--- src/rtl/bram_fifo_pkg.sv ---
// bram_fifo_pkg: shared constants for the block-RAM stream FIFO controller.
//   BRAM_DEPTH/BRAM_AW/BRAM_DW : geometry of the 512x32 dual-port RAM
//   QDEPTH/QCNT_W              : size of the output prefetch queue and its counter width
//   CNT_W                      : width of the total occupancy count (RAM + in-flight + queue)
package bram_fifo_pkg;

    localparam int unsigned BRAM_DEPTH = 512;
    localparam int unsigned BRAM_AW    = 9;
    localparam int unsigned BRAM_DW    = 32;

    localparam int unsigned QDEPTH     = 2;
    localparam int unsigned QCNT_W     = 2;

    localparam int unsigned CNT_W      = BRAM_AW + 2;

endpackage

--- src/rtl/bram_fifo_skid.sv ---
// bram_fifo_skid: 2-entry output queue that absorbs the RAM's registered read.
// Ports:
//   CLK, reset      : clock, asynchronous active-high reset
//   append, data    : capture a word from the RAM read port into the tail
//   pop             : downstream consumed the head word
//   qcnt            : entries held (0..2)
//   head, out_valid : head word and its valid flag
module bram_fifo_skid
    import bram_fifo_pkg::*;
#(
    parameter int unsigned DW = BRAM_DW
) (
    input  logic              CLK,
    input  logic              reset,
    input  logic              append,
    input  logic [DW-1:0]     data,
    input  logic              pop,
    output logic [QCNT_W-1:0] qcnt,
    output logic [DW-1:0]     head,
    output logic              out_valid
);

    logic [DW-1:0]     head_q, head_d;
    logic [DW-1:0]     tail_q, tail_d;
    logic [QCNT_W-1:0] qcnt_q, qcnt_d;

    always_comb begin
        head_d = head_q;
        tail_d = tail_q;
        qcnt_d = qcnt_q;
        case ({append, pop})
            2'b10: begin
                if (qcnt_q == 2'd0) begin
                    head_d = data;
                end else begin
                    tail_d = data;
                end
                qcnt_d = qcnt_q + 2'd1;
            end
            2'b01: begin
                head_d = tail_q;
                qcnt_d = qcnt_q - 2'd1;
            end
            2'b11: begin
                // Occupancy unchanged: with one entry the new word replaces the
                // head directly, with two it moves in behind the promoted tail.
                if (qcnt_q == 2'd1) begin
                    head_d = data;
                end else begin
                    head_d = tail_q;
                    tail_d = data;
                end
            end
            default: ;
        endcase
    end

    always_ff @(posedge CLK or posedge reset) begin
        if (reset) begin
            head_q <= '0;
            tail_q <= '0;
            qcnt_q <= '0;
        end else begin
            head_q <= head_d;
            tail_q <= tail_d;
            qcnt_q <= qcnt_d;
        end
    end

    assign qcnt      = qcnt_q;
    assign head      = head_q;
    assign out_valid = (qcnt_q != 2'd0);

endmodule

--- src/rtl/bram_fifo_ctrl.sv ---
// bram_fifo_ctrl: stream FIFO controller in front of an external dual-port
// block RAM. Port A writes accepted input words, port B reads them back into a
// 2-entry prefetch queue so the 1-cycle registered read still sustains one
// word per cycle at the ready/valid output.
// Ports:
//   CLK, reset                      : clock, asynchronous active-high reset
//   in_valid, in_data, in_ready     : upstream ready/valid
//   out_valid, out_data, out_ready  : downstream ready/valid
//   count                           : words held (RAM + in-flight read + queue)
//   ram_ena/wea/addra/dia           : RAM port A (write)
//   ram_enb/web/addrb, ram_dob      : RAM port B (read), ram_web tied low
// Optional: define BRAM_FIFO_ALMOST_FULL_EN to add the registered almost_full
// output (next-cycle count >= AF_LEVEL).
module bram_fifo_ctrl
    import bram_fifo_pkg::*;
#(
    parameter int unsigned DEPTH    = BRAM_DEPTH,
    parameter int unsigned AW       = BRAM_AW,
    parameter int unsigned DW       = BRAM_DW,
    parameter int unsigned AF_LEVEL = 480
) (
    input  logic          CLK,
    input  logic          reset,
    input  logic          in_valid,
    input  logic [DW-1:0] in_data,
    output logic          in_ready,
    output logic          out_valid,
    output logic [DW-1:0] out_data,
    input  logic          out_ready,
    output logic [AW+1:0] count,
    output logic          ram_ena,
    output logic          ram_wea,
    output logic [AW-1:0] ram_addra,
    output logic [DW-1:0] ram_dia,
    output logic          ram_enb,
    output logic          ram_web,
    output logic [AW-1:0] ram_addrb,
    input  logic [DW-1:0] ram_dob
`ifdef BRAM_FIFO_ALMOST_FULL_EN
    ,
    output logic          almost_full
`endif
);

    localparam logic [AW:0] DEPTH_C = (AW+1)'(DEPTH);

    logic [AW-1:0]     wr_ptr_q, wr_ptr_d;
    logic [AW-1:0]     rd_ptr_q, rd_ptr_d;
    logic [AW:0]       ram_cnt_q, ram_cnt_d;
    logic              inflight_q, inflight_d;

    logic              push, pop, issue;
    logic [2:0]        q_occ;
    logic [QCNT_W-1:0] qcnt;
    logic              q_valid;
    logic [DW-1:0]     q_head;

    always_comb begin
        in_ready = !reset && (ram_cnt_q != DEPTH_C);
        push     = in_valid && in_ready;
        pop      = q_valid && out_ready;
        // Queue slots already spoken for next cycle; pop implies qcnt >= 1,
        // so the subtraction never underflows.
        q_occ    = 3'(qcnt) + 3'(inflight_q) - 3'(pop);
        issue    = !reset && (ram_cnt_q != '0) && (q_occ < 3'(QDEPTH));

        wr_ptr_d   = push  ? wr_ptr_q + 1'b1 : wr_ptr_q;
        rd_ptr_d   = issue ? rd_ptr_q + 1'b1 : rd_ptr_q;
        inflight_d = issue;

        ram_cnt_d = ram_cnt_q;
        case ({push, issue})
            2'b10:   ram_cnt_d = ram_cnt_q + 1'b1;
            2'b01:   ram_cnt_d = ram_cnt_q - 1'b1;
            default: ram_cnt_d = ram_cnt_q;
        endcase
    end

    always_ff @(posedge CLK or posedge reset) begin
        if (reset) begin
            wr_ptr_q   <= '0;
            rd_ptr_q   <= '0;
            ram_cnt_q  <= '0;
            inflight_q <= 1'b0;
        end else begin
            wr_ptr_q   <= wr_ptr_d;
            rd_ptr_q   <= rd_ptr_d;
            ram_cnt_q  <= ram_cnt_d;
            inflight_q <= inflight_d;
        end
    end

    bram_fifo_skid #(
        .DW (DW)
    ) u_skid (
        .CLK       (CLK),
        .reset     (reset),
        .append    (inflight_q),
        .data      (ram_dob),
        .pop       (pop),
        .qcnt      (qcnt),
        .head      (q_head),
        .out_valid (q_valid)
    );

    assign out_valid = q_valid;
    assign out_data  = q_head;
    assign count     = (AW+2)'(ram_cnt_q) + (AW+2)'(inflight_q) + (AW+2)'(qcnt);

    assign ram_ena   = push;
    assign ram_wea   = push;
    assign ram_addra = wr_ptr_q;
    assign ram_dia   = in_data;
    assign ram_enb   = issue;
    assign ram_web   = 1'b0;
    assign ram_addrb = rd_ptr_q;

`ifdef BRAM_FIFO_ALMOST_FULL_EN
    logic          almost_full_q, almost_full_d;
    logic [AW+1:0] count_next;

    always_comb begin
        // Next-cycle occupancy: queue gains the in-flight word, loses a pop.
        count_next    = (AW+2)'(ram_cnt_d) + (AW+2)'(inflight_d)
                      + (AW+2)'(qcnt) + (AW+2)'(inflight_q) - (AW+2)'(pop);
        almost_full_d = (32'(count_next) >= AF_LEVEL);
    end

    always_ff @(posedge CLK or posedge reset) begin
        if (reset) begin
            almost_full_q <= 1'b0;
        end else begin
            almost_full_q <= almost_full_d;
        end
    end

    assign almost_full = almost_full_q;
`endif

endmodule

--- config.mk ---
export PLATFORM = sky130hd
export DESIGN_NAME = bram_fifo_ctrl
export DESIGN_NICKNAME = d
export VERILOG_FILES = /design/src/rtl/bram_fifo_pkg.sv /design/src/rtl/bram_fifo_skid.sv /design/src/rtl/bram_fifo_ctrl.sv
export SDC_FILE = /design/constraint.sdc
export NUM_CORES = 1
export LEC_CHECK = 0
export ABC_AREA = 1
export CAP_MARGIN = 20
export CORE_ASPECT_RATIO = 0.75
export CORE_MARGIN = 4
export CORE_UTILIZATION = 50
export CTS_CLUSTER_SIZE = 14
export DETAILED_ROUTE_END_ITERATION = 12
export PLACE_DENSITY = 0.89
export SKIP_CTS_REPAIR_TIMING = 1
export SYNTH_ARGS = -nofsm -noshare
export SYNTH_HDL_FRONTEND = slang
export SYNTH_SLANG_ARGS = --single-unit
--- constraint.sdc ---
create_clock -name CLK -period 7.7 [get_ports CLK]
set_clock_uncertainty 0.15 [all_clocks]
set_input_delay 0.77 -clock CLK [delete_from_list [all_inputs] [get_ports CLK]]
set_output_delay 0.77 -clock CLK [all_outputs]
set_load 0.02 [all_outputs]
==> results of run 1 <==
-- power by group --
group | internal (uW) | switching [uW]
Sequential | 725 | 176
Combinational | 612 | 743
Clock | 304 | 188
Total | 1640 | 1110
-- registers in the layout, indices dropped and copies added (netlist names) --
signal,flops
inflight_q,1
ram_addra,9
ram_addrb,9
ram_cnt_q,10
u_skid.head,32
u_skid.qcnt,2
u_skid.tail_q,32
-- cells in the mapped netlist (3+ instances only) --
master / count
dfrtp_1: 95
mux2_2: 32
nand3_1: 51
xnor2_1: 7
nor3_1: 7
clkbuf_1: 7
nor2_1: 55
inv_1: 44
buf_4: 38
fa_1: 4
o22ai_1: 3
nand2_1: 142
a21oi_1: 7
ha_1: 14
xor2_1: 18
buf_2: 11
nand4_1: 4
a31oi_1: 32
o21ai_0: 11
-- layout by cell type, fill, tap and decap left out --
master / n
inv_6: 1
clkbuf_1: 1
buf_16: 2
nand3_2: 1
fa_1: 4
o21ai_0: 11
conb_1: 1
inv_4: 1
clkdlybuf4s50_1: 101
o22ai_1: 3
or2_2: 1
nand3_1: 50
o21ai_4: 1
dfrtp_1: 95
clkinvlp_4: 1
nor3_1: 7
o21a_1: 1
nor2_1: 55
xnor2_1: 7
ha_1: 14
nand4_1: 4
buf_4: 3
inv_1: 43
a31oi_1: 32
clkbuf_16: 9
xor2_1: 18
nor4_1: 1
clkbuf_8: 2
inv_2: 1
mux2_2: 32
o211ai_1: 1
nor2_2: 1
bufinv_16: 2
a21oi_1: 7
nand2_1: 142
clkinv_1: 1
-- cells by family (layout without fill, tap and decap cells) --
family          after synthesis  after routing  share of synthesized area (%)
xor+xnor                     25             25                           4.24
flops                        95             95                           46.0
buf+inv                     102            168                           10.4
simple gates                262            262                           20.8
fa+ha+maj                    18             18                           4.94
mux                          32             32                           6.97
other cells                   1              1                         0.0726
compound gates               56             56                           6.58
-- per-stage QoR --
step,utilization [%],worst slack [ps],cells,area [sq um]
after global routing,64.9,1670,789,6400
after floorplan,-,2590,591,5170
final,64.9,2140,789,6400
after detailed placement,61.0,1890,771,6010
after global placement,61.0,2160,771,6010
after CTS,64.4,2120,787,6340
-- how the worst min path moves through the flow --
| stage | end | slack (ps) | cells after the start |
|---|---|---|---|
| 2_1_floorplan | u_skid.tail_q[5]$_DFFE_PP0P_ | 330 | 1 |
| 3_3_place_gp | u_skid.tail_q[22]$_DFFE_PP0P_ | 340 | 1 |
| 3_5_place_dp | u_skid.tail_q[22]$_DFFE_PP0P_ | 340 | 1 |
| 4_1_cts | u_skid.tail_q[22]$_DFFE_PP0P_ | 360 | 1 |
| 5_1_grt | u_skid.tail_q[9]$_DFFE_PP0P_ | 370 | 1 |
| 6_report | u_skid.tail_q[22]$_DFFE_PP0P_ | 360 | 1 |
-- layout make-up --
class / count / area share, %
flip-flops and latches: 95 / 37.2
clock buffers: 12 / 4.01
inverters: 46 / 2.74
repair buffers: 106 / 17.0
multi-input cells: 394 / 35.3
well taps: 132 / 2.58
clock inverters: 4 / 1.19
-- per-layer routing --
metal	vias up	global-route usage (%)
li1	2020	-
met1	2007	26.5
met2	118	33.9
met3	30	4.99
met4	0	8.30
met5	-	0
==> impl_metrics.ini, run 1 <==
[sta]
worst_pin_slew_ps = 822
fin_crit_sh_pct = 72.1
holdWs_ps = 358
hold_violations = 0
rsz0062_at_grt = false
slew_violations = 0
finalSetupViolations = 0
slew_headroom_pct = 45.2
min_period_ps = 5560
max_freq_mhz = 180
finalSetupTns_ps = 0

[synth]
synth_area_sq_mm = 0.00517
postSynthAreaPerCell_sq_um = 8.75
yosys.cell_types.count = 28
netlist_instances = 591
async_reset_ff_share_pct = 100
ys_warn_count = 0
yosysTopAreaCell = dfrtp_1
mappedNetlistNets = 677
ys.flop_type = dfrtp_1
yosysTopAreaCellShare_pct = 46.0
ys_ff_latch = 95
synthTopCellsByArea = dfrtp_1 46%, nand2_1 10%, mux2_2 7.0%
ys_seq_area_share_pct = 46.0
synth_edf_count = 0

[setup_path]
r2r-start = u_skid.qcnt[1]$_DFFE_PP0P_
cp.buffers_inverters = 6
slowest_delay_ps = 660
startpoint = out_ready
crit_type = input pin to primary output
arrival_ps = 4640
reg2reg_slack_ps = 2280
start_kind = input pin
r2r-end = ram_cnt_q[7]$_DFFE_PP0P_
rr_worst_depth = 20
crit_fanout = 21
path_cells = clkdlybuf4s50_1, inv_1, nor2_2, buf_4, inv_2, nor2_1, o21ai_0, fa_1, o211ai_1, a21oi_1, nand2_1, clkinv_1, clkdlybuf4s50_1
path_depth = 13
critPathCaptureType = primary output
crit_family = buffers and inverters
cp_common_cell = clkdlybuf4s50_1
crit_required_ps = 6780
crit_slowest_cell = clkdlybuf4s50_1
cp-endpoint = ram_enb

[routing]
dr_wl_met3_microns = 769
highest_layer = met4
viasPerCell = 5.29
drtAntennaViolNets = 0
first_pass_iters = 4
wl_met2_mm = 5.86
drt-total-wl_mm = 12.2
drc = 0
wl_per_cell_microns = 15.5
num_vias = 4175
drt_iter0_drc = 261
wl_met1_mm = 5.32

[cts]
root_buffer = clkbuf_16
clock-sinks = 95
cts_buffer_depth = 2
clk_latency_ps = 340
cts_max_level = 3
cts_buffers = 9
cts_tree = yes
cts.clk_slew.worst_paths_ps = 60

[pwr]
vdd_drop_max_v = 0.000231
p_leak_uw = 0.00293
power_density_mw_per_mm2 = 429
p_total_uw = 2750

[layout]
nNetsFinal = 738
seq_area_sq_mm = 0.00238
drive_gt1_share_pct = 8.83
fill_cells = 787
area_delta_synth_final_pct = 23.7
multi_input_area_sq_mm = 0.00226
diodes = 0

[flow_run]
maxCapViolations = 0

[global_route]
grt_pass1_wl_mm = 19.9
grt_pass1_vias = 4131
overflow = 0
grt_use_total_pct = 20.5
grt_max_degree = 65
antenna_found_initial = 0

[floorplan]
start_util_pct = 52.5
die-area_sq_mm = 0.0120
dieWidth_microns = 125
die_h_microns = 96.1
rows = 31
coreArea_sq_mm = 0.00985
ios = 167

[placement]
gp_congestion = 0.939
dp_hpwl_mm = 8.66
numPortBuffers = 101

[hold_path]
hp-class = register to register
hold_start = u_skid.tail_q[22]$_DFFE_PP0P_

[run_status]
status = finished clean
No activity file was read; power rests on OpenSTA's default activity.
==> inputs of run 2 (changes only) <==
CORE_UTILIZATION = 47   (was 50)
PLACE_DENSITY = 0.84   (was 0.89)
clock period = 5.55 ns   (was 7.7 ns; I/O delays follow)
==> impl_metrics.ini, run 2 (synthesis gave the netlist of run 1 again) <==
[sta]
rsz0062_at_grt = false
worst_pin_slew_ps = 881
slew_headroom_pct = 41.3
hold_violations = 0
min_period_ps = 4750
finalSetupViolations = 0
finalSetupTns_ps = 0
max_freq_mhz = 210
slew_violations = 0
fin_ws_ps = 797
holdWs_ps = 358
fin_crit_sh_pct = 85.6

[setup_path]
critPathCaptureType = register
crit_fanout = 34
reg2reg_slack_ps = 800
r2r-end = ram_cnt_q[7]$_DFFE_PP0P_
rr_worst_depth = 19
crit_type = register to register
start_kind = register
arrival_ps = 4800
crit_required_ps = 5600
r2r-start = u_skid.qcnt[1]$_DFFE_PP0P_

[hold_path]
hold_depth = 1
hp-class = register to register
hold_end = u_skid.tail_q[27]$_DFFE_PP0P_
hold_start = u_skid.tail_q[27]$_DFFE_PP0P_

[flow_run]
maxCapViolations = 0

[pwr]
p_leak_uw = 0.00291
power_density_mw_per_mm2 = 582
p_total_uw = 3700
vdd_drop_max_v = 0.000275

[floorplan]
start_util_pct = 49.3
die-area_sq_mm = 0.0128
coreArea_sq_mm = 0.0105
dieWidth_microns = 129
ios = 167
rows = 32
die_h_microns = 98.8

[global_route]
antenna_found_initial = 0
grt_use_total_pct = 18.4
grt_util_met2_pct = 28.9
overflow = 0
busiest_layer = met2
grt_pass1_wl_mm = 19.3
grt_max_degree = 65
grt_pass1_vias = 4146
grtUsageMet3_pct = 4.01
grt_util_met1_pct = 25.4

[layout]
area_delta_synth_final_pct = 23.0
diodes = 0
layout_common_cells = 142 x nand2_1, 101 x clkdlybuf4s50_1, 95 x dfrtp_1, 55 x nor2_1, 50 x nand3_1
layout_commonest_cell = nand2_1
design_area_sq_mm = 0.00636
nNetsFinal = 738
drive_gt1_share_pct = 8.54

[routing]
drt-total-wl_mm = 11.6
first_pass_iters = 4
wl_per_cell_microns = 14.6
drt_iter0_drc = 252
drtAntennaViolNets = 0
drc = 0
viasPerCell = 5.25
num_vias = 4160

[cts]
root_buffer = clkbuf_16
clk_latency_ps = 330
cts_max_level = 3
cts_tree = yes
cts.clk_slew.worst_paths_ps = 60
cts_buffer_depth = 2
cts_buffers = 9
clock-sinks = 95

[placement]
dp_hpwl_mm = 8.18
post-place-ws_ps = 571
gp_congestion = 0.871
numPortBuffers = 101
placed_area_sq_mm = 0.00601

[run_status]
status = finished clean
[run 2: cell type report]
class                   count  area, sq um
clock buffers              12          246
clock inverters             3         43.8
fillers                   877         4130
inverters                  46          175
multi-input cells         394         2260
flip-flops and latches     95         2380
well taps                 136          170
repair buffers            106         1090
[run 2: per-layer routing]
| layer | share of wire, % | wire (microns) | up-vias |
|---|---|---|---|
| met5 | 0 | 0 | - |
| met4 | 1.1 | 128 | 0 |
| met3 | 5.4 | 624 | 20 |
| met2 | 47 | 5470 | 138 |
| met1 | 46 | 5350 | 1982 |
| li1 | - | - | 2020 |
[run 2: worst max-delay path by stage]
stage	end	depth (start not counted)	startpoint	slack, ps
detailed placement	ram_cnt_q[7]$_DFFE_PP0P_	19	out_ready	570
finish	ram_cnt_q[7]$_DFFE_PP0P_	19	u_skid.qcnt[1]$_DFFE_PP0P_	800
CTS	ram_cnt_q[7]$_DFFE_PP0P_	19	u_skid.qcnt[1]$_DFFE_PP0P_	770
global placement	ram_cnt_q[7]$_DFFE_PP0P_	19	out_ready	760
floorplan	ram_cnt_q[6]$_DFFE_PP0P_	12	reset	650
global route	ram_cnt_q[7]$_DFFE_PP0P_	19	u_skid.qcnt[1]$_DFFE_PP0P_	290
[run 2: worst max-delay path, cell delays in order (launching register included)]
cell and delay [ps]:
dfrtp_1 470, inv_1 140, ha_1 230, nor2_2 140, buf_4 360, nor2_1 80, o21ai_0 210, fa_1 440
o211ai_1 90, a21oi_1 60, nand2_1 280, clkinv_1 380, ha_1 470, ha_1 400, a21oi_1 260, nor2_1 80
nor2_1 130, nand3_1 80, nand3_1 80, o21ai_0 80
[run 2: through the flow]
| step | utilization [%] | instances |
|---|---|---|
| after global routing | 60.6 | 792 |
| after global placement | 57.3 | 775 |
| after CTS | 60.1 | 790 |
| after detailed placement | 57.3 | 775 |
| final | 60.6 | 792 |
| after floorplan | - | 591 |
[run 2: report_power, final]
part / leakage, uW / internal, uW / switching, uW / total (uW)
Combinational: 0.00162 / 842 / 1010 / 1850
Sequential: 0.00115 / 1010 / 235 / 1240
Clock: 0.000143 / 360 / 247 / 607
Total: 0.00291 / 2210 / 1490 / 3700
==> inputs of run 3 (changes only) <==
MAX_ROUTING_LAYER = met4   (was not set)
SLEW_MARGIN = 5   (was not set)
==> impl_metrics.ini, run 3 (synthesis gave the netlist of run 1 again) <==
[flow_run]
maxCapViolations = 0

[pwr]
p_comb_share_pct = 49.4
p_leak_uw = 0.00292
p_sw_uw = 1510
switching_share_pct = 40.1
power.share.sequential_pct = 32.9
power_density_mw_per_mm2 = 591
internal-power_uw = 2260
vdd_drop_max_v = 0.000277
clkPwrFrac_pct = 17.7
p_total_uw = 3770

[floorplan]
start_util_pct = 49.3
coreArea_sq_mm = 0.0105
ios = 167
dieWidth_microns = 129
rows = 32
die_h_microns = 98.8
die-area_sq_mm = 0.0128

[run_status]
status = finished clean

[global_route]
grt_use_total_pct = 19.2
overflow = 0
grt_pass1_vias = 4118
grt_pass1_wl_mm = 19.6
grt_max_degree = 65
antenna_found_initial = 0

[layout]
design_area_sq_mm = 0.00638
fill_cells = 866
nNetsFinal = 738
layout_commonest_cell = nand2_1
area_delta_synth_final_pct = 23.4
layout_common_cells = 142 x nand2_1, 101 x clkdlybuf4s50_1, 95 x dfrtp_1, 55 x nor2_1, 50 x nand3_1
diodes = 0
drive_gt1_share_pct = 8.68

[hold_path]
hold_end = u_skid.tail_q[29]$_DFFE_PP0P_
hp-class = register to register
hold_start = u_skid.tail_q[29]$_DFFE_PP0P_
hold_depth = 1

[sta]
fin_ws_ps = 843
slew_headroom_pct = 40.7
finalSetupViolations = 0
holdWs_ps = 356
rsz0062_at_grt = false
slew_violations = 0
finalSetupTns_ps = 0
hold_violations = 0
fin_crit_sh_pct = 84.8
max_freq_mhz = 212
min_period_ps = 4710
worst_pin_slew_ps = 890

[placement]
gp_congestion = 0.881
numPortBuffers = 101
placed_area_sq_mm = 0.00601
dp_hpwl_mm = 8.33
post-place-ws_ps = 556

[routing]
drt-total-wl_mm = 11.7
num_vias = 4171
wl_per_cell_microns = 14.7
first_pass_iters = 5
drt_iter0_drc = 242
drtAntennaViolNets = 0
drc = 0
viasPerCell = 5.26

[setup_path]
arrival_ps = 4750
rr_worst_depth = 19
r2r-end = ram_cnt_q[7]$_DFFE_PP0P_
start_kind = register
r2r-start = u_skid.qcnt[1]$_DFFE_PP0P_
critPathCaptureType = register
crit_required_ps = 5600
crit_type = register to register
reg2reg_slack_ps = 840
crit_fanout = 34

[cts]
clock-sinks = 95
cts_buffer_depth = 2
cts.clk_slew.worst_paths_ps = 60
cts_max_level = 3
clk_latency_ps = 330
cts_buffers = 9
root_buffer = clkbuf_16
cts_tree = yes
run 3: worst max-delay path by stage:
stage / cells after the start / slack [ps] / endpoint / from
3_5_place_dp: 19 / 560 / ram_cnt_q[7]$_DFFE_PP0P_ / out_ready
6_report: 19 / 840 / ram_cnt_q[7]$_DFFE_PP0P_ / u_skid.qcnt[1]$_DFFE_PP0P_
5_1_grt: 19 / 400 / ram_cnt_q[7]$_DFFE_PP0P_ / u_skid.qcnt[1]$_DFFE_PP0P_
2_1_floorplan: 12 / 650 / ram_cnt_q[6]$_DFFE_PP0P_ / reset
3_3_place_gp: 19 / 750 / ram_cnt_q[7]$_DFFE_PP0P_ / out_ready
4_1_cts: 19 / 800 / ram_cnt_q[7]$_DFFE_PP0P_ / u_skid.qcnt[1]$_DFFE_PP0P_
run 3: worst max-delay path, cell delays in order, from the launching register on:
cell	delay, ps
dfrtp_1	460
inv_1	140
ha_1	230
nor2_2	140
buf_4	350
nor2_1	70
o21ai_0	240
fa_1	460
o211ai_1	90
a21oi_1	60
nand2_1	260
clkinv_1	350
ha_1	460
ha_1	410
a21oi_1	270
nor2_1	80
nor2_1	130
nand3_1	80
nand3_1	80
o21ai_0	80
run 3: stage by stage:
step	utilization, %	instances
after floorplan	-	591
after global placement	57.3	775
after detailed placement	57.3	775
after CTS	60.4	791
after global routing	60.8	793
final	60.8	793
run 3: cell type report:
class / count / area, sq um / area share, %
clock inverters: 4 / 77.6 / 1.22
repair buffers: 106 / 1080 / 16.9
flip-flops and latches: 95 / 2380 / 37.3
well taps: 136 / 170 / 2.67
clock buffers: 12 / 246 / 3.86
multi-input cells: 394 / 2260 / 35.4
inverters: 46 / 175 / 2.75
run 3: layer usage:
layer / global-route usage [%] / part of all wire (%)
met1: 25.6 / 46
met2: 29.8 / 49
met3: 4.06 / 4.9
met4: 5.33 / 0.95
met5: - / 0
run 3: power groups by stage:
stage	sequential [uW]	combinational, uW	clock, uW
final	1240	1860	666
after floorplan	1370	1060	0
after global routing	1280	2040	709
after CTS	1240	1870	684
after detailed placement	1250	1850	0
after global placement	1230	1790	0
